**src/rtl/wb_rr_arbiter_if.sv**
```systemverilog
`default_nettype none
// ============================================================================
// wb_rr_arbiter_if : request/grant and mux-select bundle for wb_rr_arbiter
// Rev 1.0
// ============================================================================
interface wb_rr_arbiter_if #(
  parameter int NREQ = 5
);
  logic [NREQ-1:0] req;
  logic [NREQ-1:0] gnt;
  logic [2:0]      sel;
  logic [2:0]      cur_idx;
  logic            out_valid;
  logic            out_ready;

  modport master (
    output req,
    output out_ready,
    input  gnt,
    input  sel,
    input  out_valid,
    input  cur_idx
  );

  modport slave (
    input  req,
    input  out_ready,
    output gnt,
    output sel,
    output out_valid,
    output cur_idx
  );
endinterface
`default_nettype wire

```
**src/rtl/wb_rr_arbiter.sv**
```systemverilog
`default_nettype none
// ============================================================================
// wb_rr_arbiter : 5-way round-robin arbiter driving the 5:1 result-path mux
// Rev 1.0
// ============================================================================
module wb_rr_arbiter #(
  parameter int NREQ = 5
) (
  input  logic            clk,
  input  logic            rst_n,
  wb_rr_arbiter_if.slave  bus
);

  typedef enum logic [0:0] {
    S_IDLE = 1'b0,
    S_BUSY = 1'b1
  } state_t;

  state_t          r_state;
  state_t          w_state_nxt;
  logic [2:0]      r_idx;
  logic [2:0]      w_idx_nxt;
  logic [2:0]      r_sel;
  logic [2:0]      w_sel_nxt;
  logic [2:0]      r_ptr;
  logic [2:0]      w_ptr_nxt;
  logic [2:0]      w_base;
  logic [NREQ-1:0] w_cand;
  logic            w_hs;

  function automatic logic [NREQ-1:0] f_onehot(input logic [2:0] i);
    logic [NREQ-1:0] v;
    v = '0;
    v[i] = 1'b1;
    return v;
  endfunction

  function automatic logic [2:0] f_inc(input logic [2:0] i);
    return (i == 3'(NREQ - 1)) ? 3'd0 : i + 3'd1;
  endfunction

  // Mux select codes are not binary: 3 and 4 map to 100 and 110.
  function automatic logic [2:0] f_enc(input logic [2:0] i);
    case (i)
      3'd0:    return 3'b000;
      3'd1:    return 3'b001;
      3'd2:    return 3'b010;
      3'd3:    return 3'b100;
      3'd4:    return 3'b110;
      default: return 3'b000;
    endcase
  endfunction

  function automatic logic [2:0] f_pick(input logic [NREQ-1:0] v, input logic [2:0] base);
    logic [2:0] r;
    logic       f;
    int         p;
    r = '0;
    f = 1'b0;
    for (int k = 0; k < NREQ; k++) begin
      p = (int'(base) + k) % NREQ;
      if (!f && v[p]) begin
        f = 1'b1;
        r = p[2:0];
      end
    end
    return r;
  endfunction

  assign w_hs = (r_state == S_BUSY) && bus.out_ready;

  always_comb begin
    w_state_nxt = r_state;
    w_idx_nxt   = r_idx;
    w_sel_nxt   = r_sel;
    w_ptr_nxt   = r_ptr;
    w_base      = r_ptr;
    w_cand      = '0;
    case (r_state)
      S_IDLE: w_cand = bus.req;
      S_BUSY: begin
        // The finisher's req is still high in its grant cycle, so mask it.
        if (bus.out_ready) begin
          w_ptr_nxt = f_inc(r_idx);
          w_base    = f_inc(r_idx);
          w_cand    = bus.req & ~f_onehot(r_idx);
        end
      end
      default: w_cand = '0;
    endcase
    if (w_cand != '0) begin
      w_state_nxt = S_BUSY;
      w_idx_nxt   = f_pick(w_cand, w_base);
      w_sel_nxt   = f_enc(w_idx_nxt);
    end else if ((r_state == S_IDLE) || w_hs) begin
      w_state_nxt = S_IDLE;
      w_idx_nxt   = 3'd0;
      w_sel_nxt   = 3'b000;
    end
  end

  always_ff @(posedge clk or negedge rst_n) begin
    if (!rst_n) begin
      r_state <= S_IDLE;
      r_idx   <= 3'd0;
      r_sel   <= 3'b000;
      r_ptr   <= 3'd0;
    end else begin
      r_state <= w_state_nxt;
      r_idx   <= w_idx_nxt;
      r_sel   <= w_sel_nxt;
      r_ptr   <= w_ptr_nxt;
    end
  end

  assign bus.sel       = r_sel;
  assign bus.out_valid = (r_state == S_BUSY);
  assign bus.cur_idx   = r_idx;
  assign bus.gnt       = w_hs ? f_onehot(r_idx) : '0;

endmodule
`default_nettype wire

```
**src/flat_wrapper.sv**
```systemverilog
// flat-port wrapper written by rule: the top's interface ports become plain ports
module wb_rr_arbiter_flat 
#(
  parameter int NREQ = 5
)
  (clk, rst_n, bus_req, bus_out_ready, bus_gnt, bus_sel, bus_out_valid, bus_cur_idx);
  wb_rr_arbiter_if #(.NREQ(NREQ)) bus_i ();
  input  logic clk;
  input  logic rst_n;
  input wire logic [$bits(bus_i.req)-1:0] bus_req;
  input wire logic [$bits(bus_i.out_ready)-1:0] bus_out_ready;
  output wire logic [$bits(bus_i.gnt)-1:0] bus_gnt;
  output wire logic [$bits(bus_i.sel)-1:0] bus_sel;
  output wire logic [$bits(bus_i.out_valid)-1:0] bus_out_valid;
  output wire logic [$bits(bus_i.cur_idx)-1:0] bus_cur_idx;
  assign bus_i.req = bus_req;
  assign bus_i.out_ready = bus_out_ready;
  assign bus_gnt = bus_i.gnt;
  assign bus_sel = bus_i.sel;
  assign bus_out_valid = bus_i.out_valid;
  assign bus_cur_idx = bus_i.cur_idx;
  wb_rr_arbiter #(.NREQ(NREQ)) u_core (.clk(clk), .rst_n(rst_n), .bus(bus_i));
endmodule
```
**config.mk**
```make
export PLATFORM = sky130hd
export DESIGN_NAME = wb_rr_arbiter_flat
export DESIGN_NICKNAME = d
export VERILOG_FILES = /design/src/rtl/wb_rr_arbiter_if.sv /design/src/rtl/wb_rr_arbiter.sv /design/src/flat_wrapper.sv
export SDC_FILE = /design/constraint.sdc
export NUM_CORES = 1
export LEC_CHECK = 0
export CORE_MARGIN = 10
export CORE_UTILIZATION = 30
export CTS_CLUSTER_DIAMETER = 200
export DETAILED_ROUTE_END_ITERATION = 6
export HOLD_SLACK_MARGIN = 0.05
export MAX_ROUTING_LAYER = met4
export PLACE_DENSITY = 0.43
export REMOVE_ABC_BUFFERS = 1
export SLEW_MARGIN = 10
export SYNTH_ARGS = -nofsm -noshare
export SYNTH_HDL_FRONTEND = slang
export SYNTH_SLANG_ARGS = --single-unit
export TNS_END_PERCENT = 5
```
**constraint.sdc**
```tcl
create_clock -name clk -period 15 [get_ports clk]
set_input_delay 1.5 -clock clk [delete_from_list [all_inputs] [get_ports clk]]
set_output_delay 1.5 -clock clk [all_outputs]
set_load 0.05 [all_outputs]
```
# After elaboration in Yosys (flattened, before gate mapping)
# Index checks and enable logic that the tools add are counted.
# classes
eq_ne	5
mux	43
bitwise_logic	3
n_reduce_logical	13
n_addsub	5
magnitude_cmp	7
div	5
# op_table
op	count
< comparator 32 x 5 -> 1 bit (second input constant)	5
remainder unit 32 x 4 -> 32 bit (second input constant)	4
two-way mux 3 bit	12
remainder unit 4 x 4 -> 32 bit (second input constant)	1
two-way mux 1 bit	21
binary-select mux 1 bit (select 3 bit)	5
one-hot mux 3 bit (4 select lines)	1
two-way mux 5 bit	2
one-hot mux 5 bit (2 select lines)	1
adder 3 x 2 -> 4 bit (second input constant)	2
equality test 3 x 2 -> 1 bit (second input constant)	2
equality test 3 bit (second input constant)	2
logical AND 1 bit	6
AND 5 bit	1
inverter 5 bit	1
nonzero test 5 bit	1
adder 3 x 1 -> 4 bit (second input constant)	1
adder 3 x 3 -> 4 bit (second input constant)	1
logical NOT 1 bit	4
< comparator 3 x 4 -> 1 bit (second input constant)	1
adder 3 x 1 -> 3 bit (second input constant)	1
demux 1 bit (select 3 bit)	1
equality test 3 x 1 -> 1 bit (second input constant)	1
greater-or-equal comparator 3 x 1 -> 1 bit (second input constant)	1
other kinds (3)	3
# word_totals
in_bits	8
out_inout_bits	12
regBits	10
wordCells	85

# Depth between registers and ports, before layout
# depth
word_depth	32
mapped_depth	27
mapped_depth_nobuf	25

# Worst setup path before layout
# Ideal clock, no wire load.
# synth_timing
kind	input -> register
start	in bus_out_ready
end	reg u_core.r_sel[1] (netlist: u_core.bus.sel[1])
setup_time_ns	0.140
path_stages	21
required_ns	14.860
slack_ns	9.096
n_path_buf	1
arrival_time_ns	5.764
path_cell_list	and2_4 > buf_6 > a31oi_2 > inv_1 > ha_1 > clkinv_1 > ha_1 > nor3_1 > a21oi_1 > xnor2_1 > ha_1 > nor2b_1 > o221ai_1 > mux2i_1 > o221a_2 > mux2i_1 > o21ai_0 > o21ai_4 > and3_1 > a221oi_2 > o211ai_1
# synth_via
elab_chain_cells	27
elab_cells_between_ends	60
classes_between	add/sub (4); div (5); eq/ne (4); mux (35); reduce/logical (12)
# synth_lines
item	line	source
start: declaration	flat_wrapper.sv:11	input wire logic [$bits(bus_i.out_ready)-1:0] bus_out_ready;
two-way mux 3 bit (*)	n/a	
two-way mux 3 bit (*)	wb_rr_arbiter.sv:79	case (r_state)
named net u_core.w_base[1]	wb_rr_arbiter.sv:27	logic [2:0] w_base;
branches (longest 20 deep; another with remainder unit 32 x 4 -> 32 bit)	n/a	
two-way mux 3 bit (*)	wb_rr_arbiter.sv:62	if (!f && v[p]) begin
two-way mux 3 bit (*)	wb_rr_arbiter.sv:91	if (w_cand != '0) begin
equality test 3 bit (tied with other cells)	wb_rr_arbiter.sv:44	case (i)
one-hot mux 3 bit (4 select lines) (*)	wb_rr_arbiter.sv:44	
two-way mux 3 bit (*)	wb_rr_arbiter.sv:91	
end signal: assignment	wb_rr_arbiter.sv:111	r_sel <= w_sel_nxt;
end: declaration	wb_rr_arbiter.sv:23	logic [2:0] r_sel;
# Mark *: on every way through the listed nets, which the timed path passes. The select of a mux whose other input is x is not followed.
# A chain may end at the register's enable or synchronous reset.

# Worst setup path after layout
# Ends and elaborated chain as after synthesis.

==> results by group <==
Outcome
  • Run status: finished, final reports clean

STA
  • WHS: roughly 500 ps
  • Period minus WS final: ~7300 ps
  • Unrepaired setup endpoints after global routing: no
  • Final setup violation count: 0
  • Slew headroom: a little under half
  • Final period utilization: 48.63%
  • Final Hold Vio Count: 0
  • Final Skew: 4.826 ps
  • Worst slew pin tran: a little under 800 ps
  • Setup TNS after final layout: 0 ps
  • Max Fclk: 137.1 MHz
  • Max-slew violations: 0

CTS
  • CTS root buf: clkbuf_8
  • Clk slew on worst S/H paths: 50 ps
  • Skew-Pair Late Insertion Delay: around 240 ps
  • Clock sink total: 10
  • Post_cts resized: 0
  • Post-CTS Repair Setup Buffers: 0
  • CTS tree: done
  • Longest Clk Path Bufs: 2
  • CTS H-tree lvls: 1
  • CTS Buf Count: 3
  • CTS Hold Buffers Added: 0

Global routing
  • Grt ovf: 0
  • Number of global-route vias before repair: 1978
  • First-pass GRT wire length: approximately 11000 um
  • Largest net degree at the start of global routing: 20
  • GRT Util Overall: a little under an eighth
  • Initial antenna violation count: 0

Worst setup path
  • CP max FO: 13
  • Slowest stage delay, CP: 670 ps
  • Critical path's most frequent cell: ha_1
  • Reg2reg start: u_core.bus.cur_idx[0]
  • Worst setup path endpoint: u_core.bus.sel[1]
  • R2r setup slk: slightly below 9000 ps
  • Worst EP arrival: between 7000 and 8000 ps
  • Crit path launch type: primary input
  • R2R depth: 22
  • CP max stage cell: a31oi_2
  • Critical path, cell by cell: clkdlybuf4s50_1 > and2_4 > a31oi_2 > inv_1 > ha_1 > clkinv_1 > ha_1 > nor3_1 > a21oi_1 > xnor2_1 > ha_1 > nor2b_1 > o221ai_1 > mux2i_1 > o221a_2 > mux2i_1 > o21ai_0 > o21ai_4 > and3_1 > a221oi_2 > o211ai_1
  • Req. time, crit path: between 15000 and 20000 ps
  • WS Path Type: primary input to flop
  • Setup crit start: bus_out_ready
  • Reg2Reg Capture Point: u_core.bus.sel[1]
  • Worst setup EP type: flop

Hold path
  • Worst min path class: flop to flop
  • Hold_sp: u_core.bus.sel[0]
  • Hold path depth: 1

Floorplan
  • Die Y: approximately 110 um
  • Core region area: about 7300 um^2
  • DIE WIDTH: about 110 um
  • Die area: between 10000 and 15000 um^2
  • I/O pin count: 20
  • Row cnt: 31
  • Initial Utilization: a little under a third

Placed design
  • DPL Wire Length: 5184 um
  • GP Congestion: between 0.8 and 0.9
  • Number of port buffers: 19

Layout
  • Final core utilization: roughly a third
  • Fin nets: ~320
  • Layout cells sized above 1: around 11%
  • Layout area overhead: 13.67%
  • Number of inserted diodes: 0

Route
  • Final ANT Viol Nets: 0
  • Residual DRC: 0
  • Initial DRC count: ~120
  • DR vias/cell: around 5.4
  • Detailed Route WL: between 6000 and 7000 um
  • Mean routed wirelength per cell: approximately 17 um
  • Pre-Repair DR Iteration Count: 4
  • Routed via count: about 2.1k

Synth
  • Post-synth top area share: between 10% and 20%
  • Main synth FF type: dfrtp_1
  • Post-synthesis sequential element count: 10
  • Synth cell types: 73
  • Syn Area/Cell: between 8 and 9 um^2
  • Post-synth top area cell: ha_1
  • Synth area leaders: ha_1, dfrtp_1, mux2i_1
  • Sequential area share after synthesis: between 10% and 20%
  • Synth Instances: about 270
  • Post-synth EDFFs: 0
  • Syn Std Cell Area: roughly 2300 um^2
  • Yosys warnings: 0
  • Ys async rst share: between 90% and 100%

Run
  • Max_cap viols: 0
-- cell families (layout without fill, tap and decap cells) --
group | after synthesis | count (layout) | share of synthesized area (%)
flops | 10 | 10 | 11.12
compound gates | 85 | 85 | 29.96
fa+ha+maj | 22 | 22 | 12.23
buf+inv | 25 | 39 | 5.392
xor+xnor | 11 | 11 | 5.614
mux | 24 | 24 | 12.78
simple gates | 96 | 96 | 22.90
-- area by class of cell --
type / count / area [um^2]
fill: 797 / 4733
clock buffer: 4 / 55.05
sequential: 10 / 250.2
tap: 99 / 123.9
multi-input combinational: 238 / 1879
inverter: 16 / 60.06
timing repair buffer: 19 / 190.2
-- worst min path at each step --
stage | slack (ps) | to
6_report | 510 | u_core.bus.sel[0]
4_1_cts | 510 | u_core.bus.sel[0]
5_1_grt | 520 | u_core.bus.sel[0]
3_3_place_gp | 500 | u_core.bus.sel[1]
3_5_place_dp | 500 | u_core.bus.sel[0]
2_1_floorplan | 700 | u_core.r_ptr[0]
-- per-layer routing --
layer | routed length, um | track usage, % | up-vias
met1 | 3072 | 15.37 | 999
met3 | 229 | 1.198 | 4
li1 | - | - | 1057
met2 | 3066 | 18.48 | 33
met4 | 57 | 1.547 | 0
met5 | 0 | - | -
-- cells in the mapped netlist, types with 3 or more instances --
library cell	instances
inv_1	13
a21oi_1	13
buf_6	3
mux2_2	3
nand3_1	9
nand2b_1	7
o21ai_1	4
and2_1	5
nand4_1	3
o311ai_1	3
mux2i_1	16
o211ai_1	6
nor2_1	11
ha_1	22
a31oi_1	4
o22ai_1	3
clkbuf_1	4
dfrtp_1	10
nor2b_1	8
nor4_1	6
nor3_1	6
o211a_1	3
nand2_1	27
a21o_1	3
o21ai_0	12
xnor2_1	7
a22o_1	4
xnor2_2	4
-- metrics by stage --
stage,cell area [um^2],setup WS [ps],instances
2_1_floorplan,2190,8959,264
3_3_place_gp,2504,7722,382
3_5_place_dp,2504,7496,382
4_1_cts,2559,7722,386
5_1_grt,2559,7237,386
6_report,2559,7705,386
-- registers in the layout (all words and copies together) (netlist names) --
signal and flops:
u_core.bus.cur_idx 3, u_core.bus.out_valid 1, u_core.bus.sel 3, u_core.r_ptr 3
-- layout by cell type (no fill, tap or decap), types with 2 or more instances in the layout --
cell             Yosys  final
inv_2                2      2
clkdlybuf4s50_1      0     19
o211ai_1             6      6
xnor2_2              4      4
mux2_2               3      3
dfrtp_1             10     10
nand3_1              9      9
o22ai_1              3      3
nand2b_1             7      7
a22oi_1              2      2
o21ai_0             12     12
a22o_1               4      4
clkbuf_8             0      4
o21ai_1              4      4
mux2i_4              2      2
o211a_1              3      3
a21oi_1             13     13
nand2_1             27     27
nand4_1              3      3
nor3_1               6      6
mux2i_1             16     16
inv_1               13     13
a21oi_4              2      2
o311ai_1             3      3
a21o_1               3      3
or2b_1               2      2
o311a_1              2      2
nand3b_1             2      2
and2_1               5      5
o31a_1               2      2
and2_4               2      2
nor2_1              11     11
nor4_1               6      6
nor2b_1              8      8
a31oi_1              4      4
xnor2_1              7      7
ha_1                22     22
-- worst max-delay path, delay by kind of cell --
family	cells	cell delay [ps]
AND/OR/NAND/NOR	4	760
XOR/XNOR	1	170
buffers and inverters	3	1210
AO/OA/AOI/OAI	8	2330
multiplexers	2	240
adder cells (fa/ha/maj)	3	1170
Power is left out: the tool's default activity adds up to more than one toggle a clock period on the data nets, which glitch-free logic cannot reach.
